**config.mk**
```make
export PLATFORM = sky130hd
export DESIGN_NAME = bus_timer
export DESIGN_NICKNAME = d
export VERILOG_FILES = /design/src/rtl/bus_timer.sv
export SDC_FILE = /design/constraint.sdc
export NUM_CORES = 1
export LEC_CHECK = 0
export ABC_AREA = 1
export CELL_PAD_IN_SITES_DETAIL_PLACEMENT = 0
export CELL_PAD_IN_SITES_GLOBAL_PLACEMENT = 1
export CORE_ASPECT_RATIO = 1.25
export CORE_MARGIN = 5
export CORE_UTILIZATION = 47
export DETAILED_ROUTE_END_ITERATION = 12
export GPL_TIMING_DRIVEN = 0
export PLACE_DENSITY = 0.95
export RECOVER_POWER = 50
export SETUP_SLACK_MARGIN = 0.1
export SLEW_MARGIN = 20
export SYNTH_ARGS = -nofsm -noshare
export SYNTH_HDL_FRONTEND = slang
export SYNTH_SLANG_ARGS = --single-unit
```
**constraint.sdc**
```tcl
create_clock -name clk_i -period 6.07 [get_ports clk_i]
set_clock_uncertainty 0.2 [all_clocks]
set_input_delay 0.607 -clock clk_i [delete_from_list [all_inputs] [get_ports clk_i]]
set_output_delay 0.607 -clock clk_i [all_outputs]
set_load 0.01 [all_outputs]
```
**src/rtl/bus_timer.sv**
```systemverilog
// Memory-mapped 64-bit machine timer with compare interrupt, answering LSU loads/stores.
// Optional: define BUS_TIMER_RELOAD_EN to enable CTRL.reload (auto-clear mtime on compare hit).
module bus_timer #(
  parameter int PRESCALE_W = 16
) (
  input  logic        clk_i,
  input  logic        rst_ni,
  input  logic        ce_i,
  input  logic        req_i,
  output logic        gnt_o,
  input  logic        we_i,
  input  logic [1:0]  hb_i,
  input  logic [31:0] addr_i,
  input  logic [31:0] wdata_i,
  output logic [31:0] rdata_o,
  output logic        irq_o,
  output logic        dbg_state_o
);

  // Handshake: an access is taken on the edge where IDLE sees req_i & ce_i;
  // gnt_o is high for exactly the following cycle (ACK), then back to IDLE.
  typedef enum logic {IDLE = 1'b0, ACK = 1'b1} state_t;

  state_t state_q, state_d;

  logic [63:0]           mtime_q, mtime_d, cmp_q;
  logic [31:0]           shadow_q;
  logic [PRESCALE_W-1:0] prescale_q, pcnt_q, pcnt_d;
  logic                  en_q, irq_en_q, pending_q;
  logic                  reload_bit;
  logic                  access, wr, rd, tick, hit, w1c;
  logic [1:0]            lane;
  logic [2:0]            reg_sel;
  logic [7:0]            wr_sel;
  logic [3:0]            wmask;
  logic [31:0]           wdat, rsel, rshift, rload, ctrl_rd, ctrl_w, prescale_w;
  logic                  unused_bits;

`ifdef BUS_TIMER_RELOAD_EN
  logic reload_q;
  assign reload_bit = reload_q;
`else
  assign reload_bit = 1'b0;
`endif

  function automatic logic [31:0] merge(input logic [31:0] old, input logic [3:0] m,
                                        input logic [31:0] d);
    logic [31:0] res;
    for (int i = 0; i < 4; i++) res[8*i +: 8] = m[i] ? d[8*i +: 8] : old[8*i +: 8];
    return res;
  endfunction

  always_comb begin
    state_d = state_q;
    case (state_q)
      IDLE:    if (req_i && ce_i) state_d = ACK;
      ACK:     state_d = IDLE;
      default: state_d = IDLE;
    endcase
  end

  assign access      = (state_q == IDLE) && req_i && ce_i;
  assign wr          = access && we_i;
  assign rd          = access && !we_i;
  assign lane        = addr_i[1:0];
  assign reg_sel     = addr_i[4:2];
  assign wr_sel      = wr ? (8'b1 << reg_sel) : 8'h00;
  assign gnt_o       = (state_q == ACK);
  assign dbg_state_o = (state_q == ACK);
  assign irq_o       = pending_q & irq_en_q;

  // Store lanes and data aligned onto the 32-bit register image.
  always_comb begin
    wmask = 4'b0000;
    wdat  = 32'h0;
    case (hb_i)
      2'b00: begin
        wmask = 4'b0001 << lane;
        wdat  = {24'h0, wdata_i[7:0]} << {lane, 3'b000};
      end
      2'b01: begin
        wmask = 4'b0011 << {lane[1], 1'b0};
        wdat  = {16'h0, wdata_i[15:0]} << {lane[1], 4'b0000};
      end
      default: begin
        wmask = 4'b1111;
        wdat  = wdata_i;
      end
    endcase
  end

  assign ctrl_rd    = {29'h0, reload_bit, irq_en_q, en_q};
  assign ctrl_w     = merge(ctrl_rd, wmask, wdat);
  assign prescale_w = merge(32'(prescale_q), wmask, wdat);
  assign w1c        = wr_sel[5] && wmask[0] && wdat[0];

  always_comb begin
    rsel = 32'h0;
    case (reg_sel)
      3'd0:    rsel = mtime_q[31:0];
      3'd1:    rsel = shadow_q;
      3'd2:    rsel = cmp_q[31:0];
      3'd3:    rsel = cmp_q[63:32];
      3'd4:    rsel = ctrl_rd;
      3'd5:    rsel = {31'h0, pending_q};
      3'd6:    rsel = 32'(prescale_q);
      default: rsel = 32'h0;
    endcase
    rshift = rsel >> {lane, 3'b000};
    case (hb_i)
      2'b00:   rload = {24'h0, rshift[7:0]};
      2'b01:   rload = {16'h0, rshift[15:0]};
      default: rload = rshift;
    endcase
  end

  // Prescaler uses >= so a PRESCALE lowered below a frozen count still wraps at once.
  always_comb begin
    tick   = 1'b0;
    pcnt_d = pcnt_q;
    if (en_q) begin
      if (pcnt_q >= prescale_q) begin
        pcnt_d = '0;
        tick   = 1'b1;
      end else begin
        pcnt_d = pcnt_q + PRESCALE_W'(1);
      end
    end
    hit     = (mtime_q >= cmp_q);
    mtime_d = mtime_q;
    if (tick) mtime_d = mtime_q + 64'd1;
`ifdef BUS_TIMER_RELOAD_EN
    if (tick && reload_q && hit) mtime_d = 64'd0;
`endif
    // A bus write drops any tick: the untouched half keeps its value, no carry.
    if (wr_sel[0])      mtime_d = {mtime_q[63:32], merge(mtime_q[31:0], wmask, wdat)};
    else if (wr_sel[1]) mtime_d = {merge(mtime_q[63:32], wmask, wdat), mtime_q[31:0]};
  end

  always_ff @(posedge clk_i or negedge rst_ni) begin
    if (!rst_ni) begin
      state_q    <= IDLE;
      mtime_q    <= 64'd0;
      cmp_q      <= 64'hFFFF_FFFF_FFFF_FFFF;
      shadow_q   <= 32'h0;
      prescale_q <= '0;
      pcnt_q     <= '0;
      en_q       <= 1'b0;
      irq_en_q   <= 1'b0;
      pending_q  <= 1'b0;
      rdata_o    <= 32'h0;
`ifdef BUS_TIMER_RELOAD_EN
      reload_q   <= 1'b0;
`endif
    end else begin
      state_q   <= state_d;
      mtime_q   <= mtime_d;
      pcnt_q    <= pcnt_d;
      pending_q <= hit | (pending_q & ~w1c);
      if (wr_sel[2]) cmp_q[31:0]  <= merge(cmp_q[31:0], wmask, wdat);
      if (wr_sel[3]) cmp_q[63:32] <= merge(cmp_q[63:32], wmask, wdat);
      if (wr_sel[4]) begin
        en_q     <= ctrl_w[0];
        irq_en_q <= ctrl_w[1];
`ifdef BUS_TIMER_RELOAD_EN
        reload_q <= ctrl_w[2];
`endif
      end
      if (wr_sel[6]) prescale_q <= prescale_w[PRESCALE_W-1:0];
      if (rd) begin
        rdata_o <= rload;
        if (reg_sel == 3'd0) shadow_q <= mtime_q[63:32];
      end
    end
  end

  assign unused_bits = ^{addr_i[31:5], ctrl_w[31:2], prescale_w[31:PRESCALE_W], wr_sel[7]};

endmodule

```
==> impl_metrics.sql <==
INSERT INTO impl_metrics (metric_group, metric, value, unit) VALUES
('critical_path', 'crit_arrival', '3.57', 'ns'),
('finish', 'num_antenna_cells', '0', ''),
('yosys', 'synth-async-reset-ratio', '100.0', '%'),
('finish', 'layout.cells.most_common_list', 'nand2_1, inv_1, nor2_1, o21ai_0, dfrtp_1', ''),
('drt', 'dr.pass1.iters', '5', ''),
('yosys', 'mappedNetlistNets', '2431', ''),
('placed_design', 'placed_cell_area', '16740', 'µm²'),
('drt', 'vias', '16220', ''),
('die', 'fp.dieArea', '36550', 'µm²'),
('drt', 'detail_routed_via_count_per_cell', '5.749', ''),
('clock_tree', 'clock-root-buffer', 'clkbuf_16', ''),
('run', 'drv_cap', '1', ''),
('die', 'die_height', '212.5', 'µm'),
('grt', 'grt_start_max_net_pins', '98', ''),
('clock_tree', 'tritoncts', 'yes', ''),
('clock_tree', 'numCtsBuffers', '26', ''),
('run_status', 'outcome', 'finished, violations left', ''),
('run_status', 'failed_checks', 'max-capacitance violations, max-slew violations', ''),
('hold_path', 'worstHoldStart', 'rdata_o[3]$_DFFE_PN0P_', ''),
('drt', 'dr.first_iter.drc_count', '1642', ''),
('timing', 'unrepaired_setup_endpoints_after_global_routing', 'no', ''),
('timing', 'worst_pin_slew', '2.508', 'ns'),
('hold_path', 'hold_path_class', 'reg2reg', ''),
('clock_tree', 'cts-root-to-sink-buffers', '3', ''),
('yosys', 'synth.cell_area', '15420', 'µm²'),
('yosys', 'yosys_register_bits', '228', ''),
('timing', 'final_period_minus_worst_setup_slack', '3.641', 'ns'),
('die', 'start_util', '47.30', '%'),
('yosys', 'yosys_warnings', '0', ''),
('die', 'std_cell_rows', '74', ''),
('grt', 'antenna_found_initial', '1', ''),
('timing', 'timing.fmax', '274.6', 'MHz'),
('drt', 'wl_per_cell', '23.26', 'µm'),
('finish', 'mostFrequentLayoutCell', 'nand2_1', ''),
('clock_tree', 'htreeDepth', '1', ''),
('timing', 'worst_hold_check_slack', '0.2710', 'ns'),
('pwr', 'total_leakage_power', '8.379', 'nW'),
('critical_path', 'endpoint_kind', 'async pin', ''),
('finish', 'filler_instances', '3310', ''),
('timing', 'setup_viol_count_final', '0', ''),
('grt', 'globalRouteTotalUtil', '35.61', '%'),
('placed_design', 'final_estimated_routing_congestion_in_global_placement', '1.037', ''),
('finish', 'share_of_layout_cells_above_drive_strength_1', '8.489', '%'),
('grt', 'via_count_of_the_first_global_routing_pass', '15610', ''),
('critical_path', 'crit_required', '5.99', 'ns'),
('grt', 'grt_pass1_wl', '96580', 'µm'),
('yosys', 'yosys-top-cells-area', 'dfrtp_1, nand2_1, dfstp_2', ''),
('finish', 'final_area', '17640', 'µm²'),
('die', 'floorplan.io_pins', '106', ''),
('timing', 'report.final.slew_viol_count', '98', ''),
('pwr', 'power_density', '278.1', 'nW/µm²'),
('critical_path', 'critical-path-max-stage-delay', '1.77', 'ns'),
('critical_path', 'critical_path.reg2reg.startpoint', 'cmp_q[63]$_DFFE_PN1P_', ''),
('critical_path', 'critPathKind', 'in2async', ''),
('timing', 'report.final.hold_viol_count', '0', ''),
('timing', 'tcrit_tclk_final', '59.99', '%'),
('yosys', 'synth_cells', '2278', ''),
('yosys', 'syn-mean-instance-area', '6.768', 'µm²'),
('die', 'die_width', '172.0', 'µm'),
('drt', 'detail-route-antenna-nets', '0', ''),
('yosys', 'ys.flop_type', 'dfrtp_1', ''),
('critical_path', 'crit_path_start_kind', 'primary input', ''),
('clock_tree', 'clk-insertion-delay-late', '0.55', 'ns'),
('yosys', 'synth_largest_type_area_fraction', '26.62', '%'),
('clock_tree', 'post_cts.repair.setup_buffers', '0', ''),
('timing', 'timing.slew.headroom', '-67.18', '%'),
('timing', 'post_route_setup_slack', '2.429', 'ns'),
('pwr', 'ir_drop', '0.2260', 'mV'),
('timing', 'fin_setup_tns', '0', 'ns'),
('placed_design', 'detailedPlacementHpwl', '52770', 'µm'),
('drt', 'post-route-drc-count', '0', '');
==> per-stage QoR <==
step                      utilization, %  instances  total power, mW
final                              54.11       2821            4.904
after global routing               54.11       2821            5.143
after CTS                          54.20       2821            4.895
after detailed placement           51.36       2772            3.182
after global placement             51.15       2769            3.147
after floorplan                        -       2278            2.680
==> power by group <==
group / switching (mW) / total [mW] / internal (mW)
Clock: 0.683 / 1.72 / 1.03
Combinational: 0.774 / 1.18 / 0.408
Sequential: 0.212 / 2.01 / 1.79
Total: 1.67 / 4.90 / 3.24
==> cells by family (layout without fill, tap and decap cells) <==
group | Yosys count | after routing | share of synthesized area [%]
and+or+nand+nor | 1268 | 1268 | 33.65
AOI/OAI and AO/OA | 383 | 383 | 13.41
buffers and inverters | 298 | 423 | 7.685
DFF | 228 | 228 | 37.53
adders and majority gates | 82 | 82 | 6.655
xor gates and xnor gates | 19 | 19 | 1.079
==> timing repair <==
action / in CTS / in global routing
hold endpoints to repair: 52 / 0
hold buffers: 1 / 0
gates resized for setup: 0 / 0
==> path summary, 6_finish.rpt <==
path	endpoint	slack [ns]	depth (start not counted)
hold / removal	rdata_o[3]$_DFFE_PN0P_	0.27	2
setup / recovery	prescale_q[3]$_DFFE_PN0P_	2.43	3
min in group asynchronous	mtime_q[31]$_DFFE_PN0P_	0.42	2
hold reg to reg	rdata_o[3]$_DFFE_PN0P_	0.27	2
setup reg to reg	pending_q$_DFF_PN0_	2.99	10
max in group clk_i	mtime_q[37]$_DFFE_PN0P_	2.77	10
==> state kept, by name (all words and copies together), names as in the netlist, 16 cells and up <==
name        count
cmp_q          64
mtime_q        64
rdata_o        32
shadow_q       32
pcnt_q         16
prescale_q     16
==> layer usage <==
layer | wire length (µm) | part of all wire (%) | global-route usage [%]
met2 | 29580 | 45 | 56.48
met3 | 5077 | 7.7 | 5.263
met1 | 25650 | 39 | 45.20
met5 | 11 | 0.017 | 0
met4 | 5288 | 8.1 | 23.02
==> synth_stat cells, types with 6 or more instances <==
cell	number
nand2_1	858
inv_1	219
nor2_1	197
o21ai_0	194
dfrtp_1	164
nand3_1	117
ha_1	82
a21oi_1	75
dfstp_2	64
o22ai_1	46
nand4_1	43
o21ai_1	37
buf_2	29
clkbuf_1	25
nor2_2	16
xor2_1	13
nand2_2	12
inv_2	11
buf_4	8
nor3_1	8
nor2_4	6
xnor2_1	6
==> worst max-delay path: cells and delay by family <==
kind | cells | cell delay [ns]
buffers and inverters | 3 | 2.76
==> area by class of cell <==
type / count / area (µm²) / share of cell area [%]
Clock inverter: 12 / 166.4 / 0.9436
Tap cell: 418 / 523.0 / 2.966
Buffer: 67 / 317.8 / 1.802
Inverter: 231 / 867.1 / 4.917
Sequential cell: 228 / 5786 / 32.81
Clock buffer: 36 / 749.5 / 4.250
Multi-Input combinational cell: 1752 / 8441 / 47.86
Timing Repair Buffer: 77 / 785.8 / 4.455
Note: power is estimated with default switching activity, not from simulation.
==> RTL change 1 (same settings) <==
Set the parameter `PRESCALE_W` to 12 (it was 16).
--- a/src/rtl/bus_timer.sv
+++ b/src/rtl/bus_timer.sv
@@ -3,3 +3,3 @@
 module bus_timer #(
-  parameter int PRESCALE_W = 16
+  parameter int PRESCALE_W = 12
 ) (
Check against the original RTL: not equivalent (Yosys sat finds a counterexample within 4 cycles, from zero or initial values and one cycle with rst_ni low).
==> RTL change 1 against the unedited design <==
- the flow still finishes with violations (max-capacitance violations, max-slew violations)
- maximum frequency down 8.0%
- routed wire length down 1.8%
- hold slack better by 4.6 ps
- critical path depth up 7
- non-clock buffer count down 6
- register-to-register slack better by 70 ps
- cell area down 1.9%
- die area down 1.9%
- sequential cell count down 8
- setup slack worse by 310 ps
- first-iteration DRC count up 6.2%
- total power down 14%
- synthesized area down 2.0%
- critical path type is now input pin to flop
- largest power group unchanged
==> RTL change 1: results (changes against the unedited design) <==
| Metric | Value |
|---|---|
| Outcome | `finished with violations` |
| Worst Hold Slack | `275.6 ps (+4.647 ps)` |
| Initial antenna violation count | `0 (-1)` |
| Worst slew margin | `-66.06% (+1.1 points)` |
| Sequential-to-total area share from yosys stat | `36.98% (-0.55 points)` |
| Slowest Stage Delay on Critical Path | `840 ps (-930 ps)` |
| Fin. max-slew vios | `96 (-2.0%)` |
| Failing checks | `max-capacitance violations, max-slew violations` |
| Routed wire length | `64.45 mm (-1.8%)` |
| IO Port Bufs | `77 (+5.5%)` |
| Synthesized Nets | `2,389 (-1.7%)` |
| Synth Area in XOR/XNOR | `1.218% (+0.14 points)` |
| TritonRoute pass-1 iters | `6 (+1)` |
| Reg-to-reg slack, setup | `3060 ps (+70 ps)` |
| Final net count | `2,497 (-1.5%)` |
| Post-Synth Adder-Cell Area | `6.461% (-0.19 points)` |
| Drt first-iter violations | `1,743 (+6.2%)` |
| Post-synthesis compound-gate area fraction | `13.05% (-0.36 points)` |
| Maxcap violations | `1 (unchanged)` |
| HP Start | `rdata_o[0]` |
| Arrival @ worst endpoint | `4130 ps (+560 ps)` |
| Placed instance count | `2,731 (-1.5%)` |
| Vias in the first global route | `15,242 (-2.3%)` |
| Cell family with most CP delay | `simple AND/OR/NAND/NOR gates` |
| Reg2Reg Depth | `12 (+2)` |
| First-pass GRT wire length | `94.21 mm (-2.5%)` |
| Routability congestion estimate | `1.060 (+2.2%)` |
## RTL change 1: cell count changes after synthesis, moves of 8 or more
cell     before  now
a21oi_1      75   58
a22o_1        0    8
dfrtp_1     164  156
inv_1       219  203
inv_2        11   21
nand2_1     858  879
nand4_1      43   27
nor2_1      197  189
o21ai_0     194  202
o22ai_1      46   36
## RTL change 1: worst max path at each step
stage / end / cells past startpoint / start
floorplan: mtime_q[16] / 12 / pcnt_q[11]
global placement: mtime_q[63] / 1 / rst_ni
detailed placement: rdata_o[11] / 12 / addr_i[4]
CTS: rdata_o[11] / 12 / addr_i[4]
global route: shadow_q[27] / 3 / rst_ni
finish: pending_q / 10 / hb_i[0]
## RTL change 1: per-layer routing
| metal | vias to the layer above | wire length [µm] | global-route usage (%) |
|---|---|---|---|
| met4 | 0 | 4777 | 21.16 |
| li1 | 7442 | - | - |
| met2 | 800 | 29700 | 57.46 |
| met3 | 218 | 5190 | 5.215 |
| met5 | - | 0 | 0 |
| met1 | 7474 | 24780 | 44.06 |
## RTL change 1: repair_timing
| action | CTS | global route |
|---|---|---|
| hold buffers | 1 | 0 |
| hold endpoints to repair | 48 | 0 |
| resized for setup | 0 | 0 |
| endpoints found under the setup margin | 0 | 0 |
## RTL change 1: final cells by class
type	instances	area [µm²]	share of cell area, %
multi-input cells	1738	8362	48.35
flip-flops and latches	220	5585	32.30
inverters	224	840.8	4.862
clock buffers	39	823.3	4.761
repair buffers	80	818.3	4.732
well taps	412	515.5	2.981
plain buffers	58	287.8	1.664
clock inverters	9	61.31	0.3545
## RTL change 1: kinds of logic (layout without fill, tap and decap cells)
kind of cell / count (synthesis) / after routing
adder cells (fa/ha/maj): 78 / 78
buffers and inverters: 282 / 410
AND/OR/NAND/NOR: 1275 / 1275
flip-flops: 220 / 220
AO/OA/AOI/OAI: 364 / 364
XOR/XNOR: 21 / 21
## RTL change 1: power by group through the flow
| stage | combinational [mW] | clock [mW] | sequential, mW |
|---|---|---|---|
| after CTS | 0.804 | 1.63 | 1.78 |
| after global routing | 0.895 | 1.68 | 1.80 |
| after detailed placement | 0.800 | 0 | 1.81 |
| after global placement | 0.768 | 0 | 1.80 |
| final | 0.816 | 1.62 | 1.79 |
| after floorplan | 0.436 | 0 | 1.79 |
## RTL change 1: through the flow
stage               utilization, %  worst slack (ps)
floorplan                        -              3978
global placement             51.57             -5028
detailed placement           51.76              2557
CTS                          54.57              3135
global route                 54.41              1998
finish                       54.41              2114
## RTL change 1: worst register-to-register path, stage by stage, from the launching register on
cell     delay [ps]
dfrtp_1         410
ha_1            310
nand2_1          70
nor2_1          230
and2_0          170
nand2_1          70
nand4_1         230
nand2_1         260
inv_1           340
nand2_4         200
buf_2           260
nand3_1         100
nand2_1          60
==> RTL change 2 (same flow settings) <==
Made on the original files. Reset style: synchronous (`rst_ni`), changed in one clocked block.
--- a/src/rtl/bus_timer.sv
+++ b/src/rtl/bus_timer.sv
@@ -139,3 +139,3 @@
 
-  always_ff @(posedge clk_i or negedge rst_ni) begin
+  always_ff @(posedge clk_i) begin
     if (!rst_ni) begin
Behaviour: differs if rst_ni is asserted again (counterexample within 4 cycles, from zero or initial values and one cycle with rst_ni low); with rst_ni held inactive, the same outputs for 4 cycles.
==> RTL change 2 against the unedited design <==
- the run still ends with max-capacitance violations, max-slew violations left
- sequential cell count unchanged
- setup slack worse by 1000 ps
- critical path depth up 10
- cell area down 3.4%
- routed wire length up 6.6%
- synthesized area down 3.4%
- global-route usage up 2.5 points
- die area down 3.2%
- largest cell class unchanged
Power is not compared: it rests on default switching activity, and its combinational part moved more than twofold at a synthesized area within 25%.
==> RTL change 2: results (changes against the unedited design) <==
| Metric | Value |
|---|---|
| Drt first-iter violations | `1,817 (+11%)` |
| Worst slew margin | `-7.236% (+60 points)` |
| Most used DFF post-synth | `dfxtp_1` |
| Failing checks | `max-capacitance violations, max-slew violations` |
| Maxcap violations | `2 (+1)` |
| First-pass GRT wire length | `101.3 mm (+4.9%)` |
| Reg-to-Reg Start | `mtime_q[0]` |
| Worst Path Max Fanout | `10 (-90%)` |
| Vias in the first global route | `16,107 (+3.2%)` |
| GR Util All Layers | `38.07% (+2.5 points)` |
| Routed len/inst | `23.78 µm (+2.2%)` |
| Outcome | `finished with violations` |
| Routability congestion estimate | `1.066 (+2.8%)` |
| Layout cells sized above 1 | `4.191% (-4.3 points)` |
| Synthesized Nets | `2,559 (+5.3%)` |
| TritonRoute pass-1 iters | `7 (+2)` |
| Min-Delay Endpoint | `rdata_o[30]` |
| Routing usage on met3 | `6.036% (+0.77 points)` |
| Reg-to-reg slack, setup | `2760 ps (-230 ps)` |
| Drt via density | `5.894 (+2.5%)` |
| Most common library cells after synthesis | `nand2_1, nor2_1, inv_1` |
| Final net count | `2,663 (+5.0%)` |
| Reg2Reg Depth | `12 (+2)` |
| Distinct cells, synth | `46 (+21%)` |
| Met1 usage | `47.70% (+2.5 points)` |
| Arrival @ worst endpoint | `4860 ps (+1290 ps)` |
| Worst-Skew Late Latency | `570 ps (+20 ps)` |
| Post-synth ARST share | `0% (-100 points)` |
| Sequential-to-total area share from yosys stat | `30.65% (-6.9 points)` |
| Fin. max-slew vios | `6 (-94%)` |
| Main area contributors after synthesis | `dfxtp_1, nand2_1, a21oi_1` |
| M2 GR Usage | `60.55% (+4.1 points)` |
## RTL change 2: cell types whose count changed after synthesis, moves of 20 or more
cell / change
dfrtp_1: -164
inv_1: +25
nand2_1: -166
o211ai_1: +30
nor3_1: +20
o21ai_1: -26
nand3_1: +51
a21oi_1: +161
clkbuf_1: +22
dfxtp_1: +228
nor2_1: +54
dfstp_2: -64
## RTL change 2: stage by stage
step	hold slack, ps	std cells	setup WS (ps)	instance area (µm²)
floorplan	242.5	2406	3870	14890
CTS	264.0	2941	2382	17100
finish	258.6	2941	1404	17040
detailed placement	256.3	2894	1838	16200
global route	277.9	2941	1414	17040
global placement	251.5	2893	1884	16160
## RTL change 2: area by class of cell
type / instances / area, µm²
fillers: 3314 / 14560
multi-input cells: 1824 / 8927
flip-flops and latches: 228 / 4564
inverters: 260 / 975.9
repair buffers: 76 / 758.2
clock buffers: 31 / 700.7
well taps: 412 / 515.5
plain buffers: 94 / 405.4
clock inverters: 16 / 196.4
## RTL change 2: power groups by stage
stage               Combinational [mW]  Clock, mW  Sequential (mW)
floorplan                        0.179          0             1.56
global placement                 0.347          0             1.56
detailed placement               0.350          0             1.56
CTS                              0.352       1.71             1.53
global route                     0.378       1.77             1.53
finish                           0.361       1.71             1.53
## RTL change 2: layer usage
layer	part of all wire, %	vias to the layer above
li1	-	8139
met3	9.0	250
met4	7.9	0
met2	44	952
met5	0	-
met1	39	7993
## RTL change 2: cells by family (layout without fill, tap and decap cells)
family,after synthesis,in the layout,synth area share [%]
DFF,228,228,30.65
xor gates and xnor gates,12,12,0.7056
buffers and inverters,354,477,9.375
AOI/OAI and AO/OA,523,523,18.90
and+or+nand+nor,1207,1207,33.48
adders and majority gates,82,82,6.888
## RTL change 2: worst max-delay path by stage
stage	slack, ps	start	endpoint	depth (start not counted)
2_1_floorplan	3870	addr_i[3]	rdata_o[6]	12
3_3_place_gp	1880	hb_i[0]	pending_q	13
3_5_place_dp	1840	hb_i[0]	pending_q	13
4_1_cts	2380	hb_i[0]	pending_q	13
5_1_grt	1410	hb_i[0]	pending_q	13
6_report	1400	hb_i[0]	pending_q	13
## RTL change 2: worst max-delay path: stages
cell	delay, ps
dlygate4sd3_1	640
nor2_1	120
nand2_1	340
inv_1	260
nor2_1	230
clkbuf_1	540
nand2_1	300
o21ai_0	780
nand2_1	240
nor2_1	150
nand2_1	120
nor2_1	380
a21oi_1	140
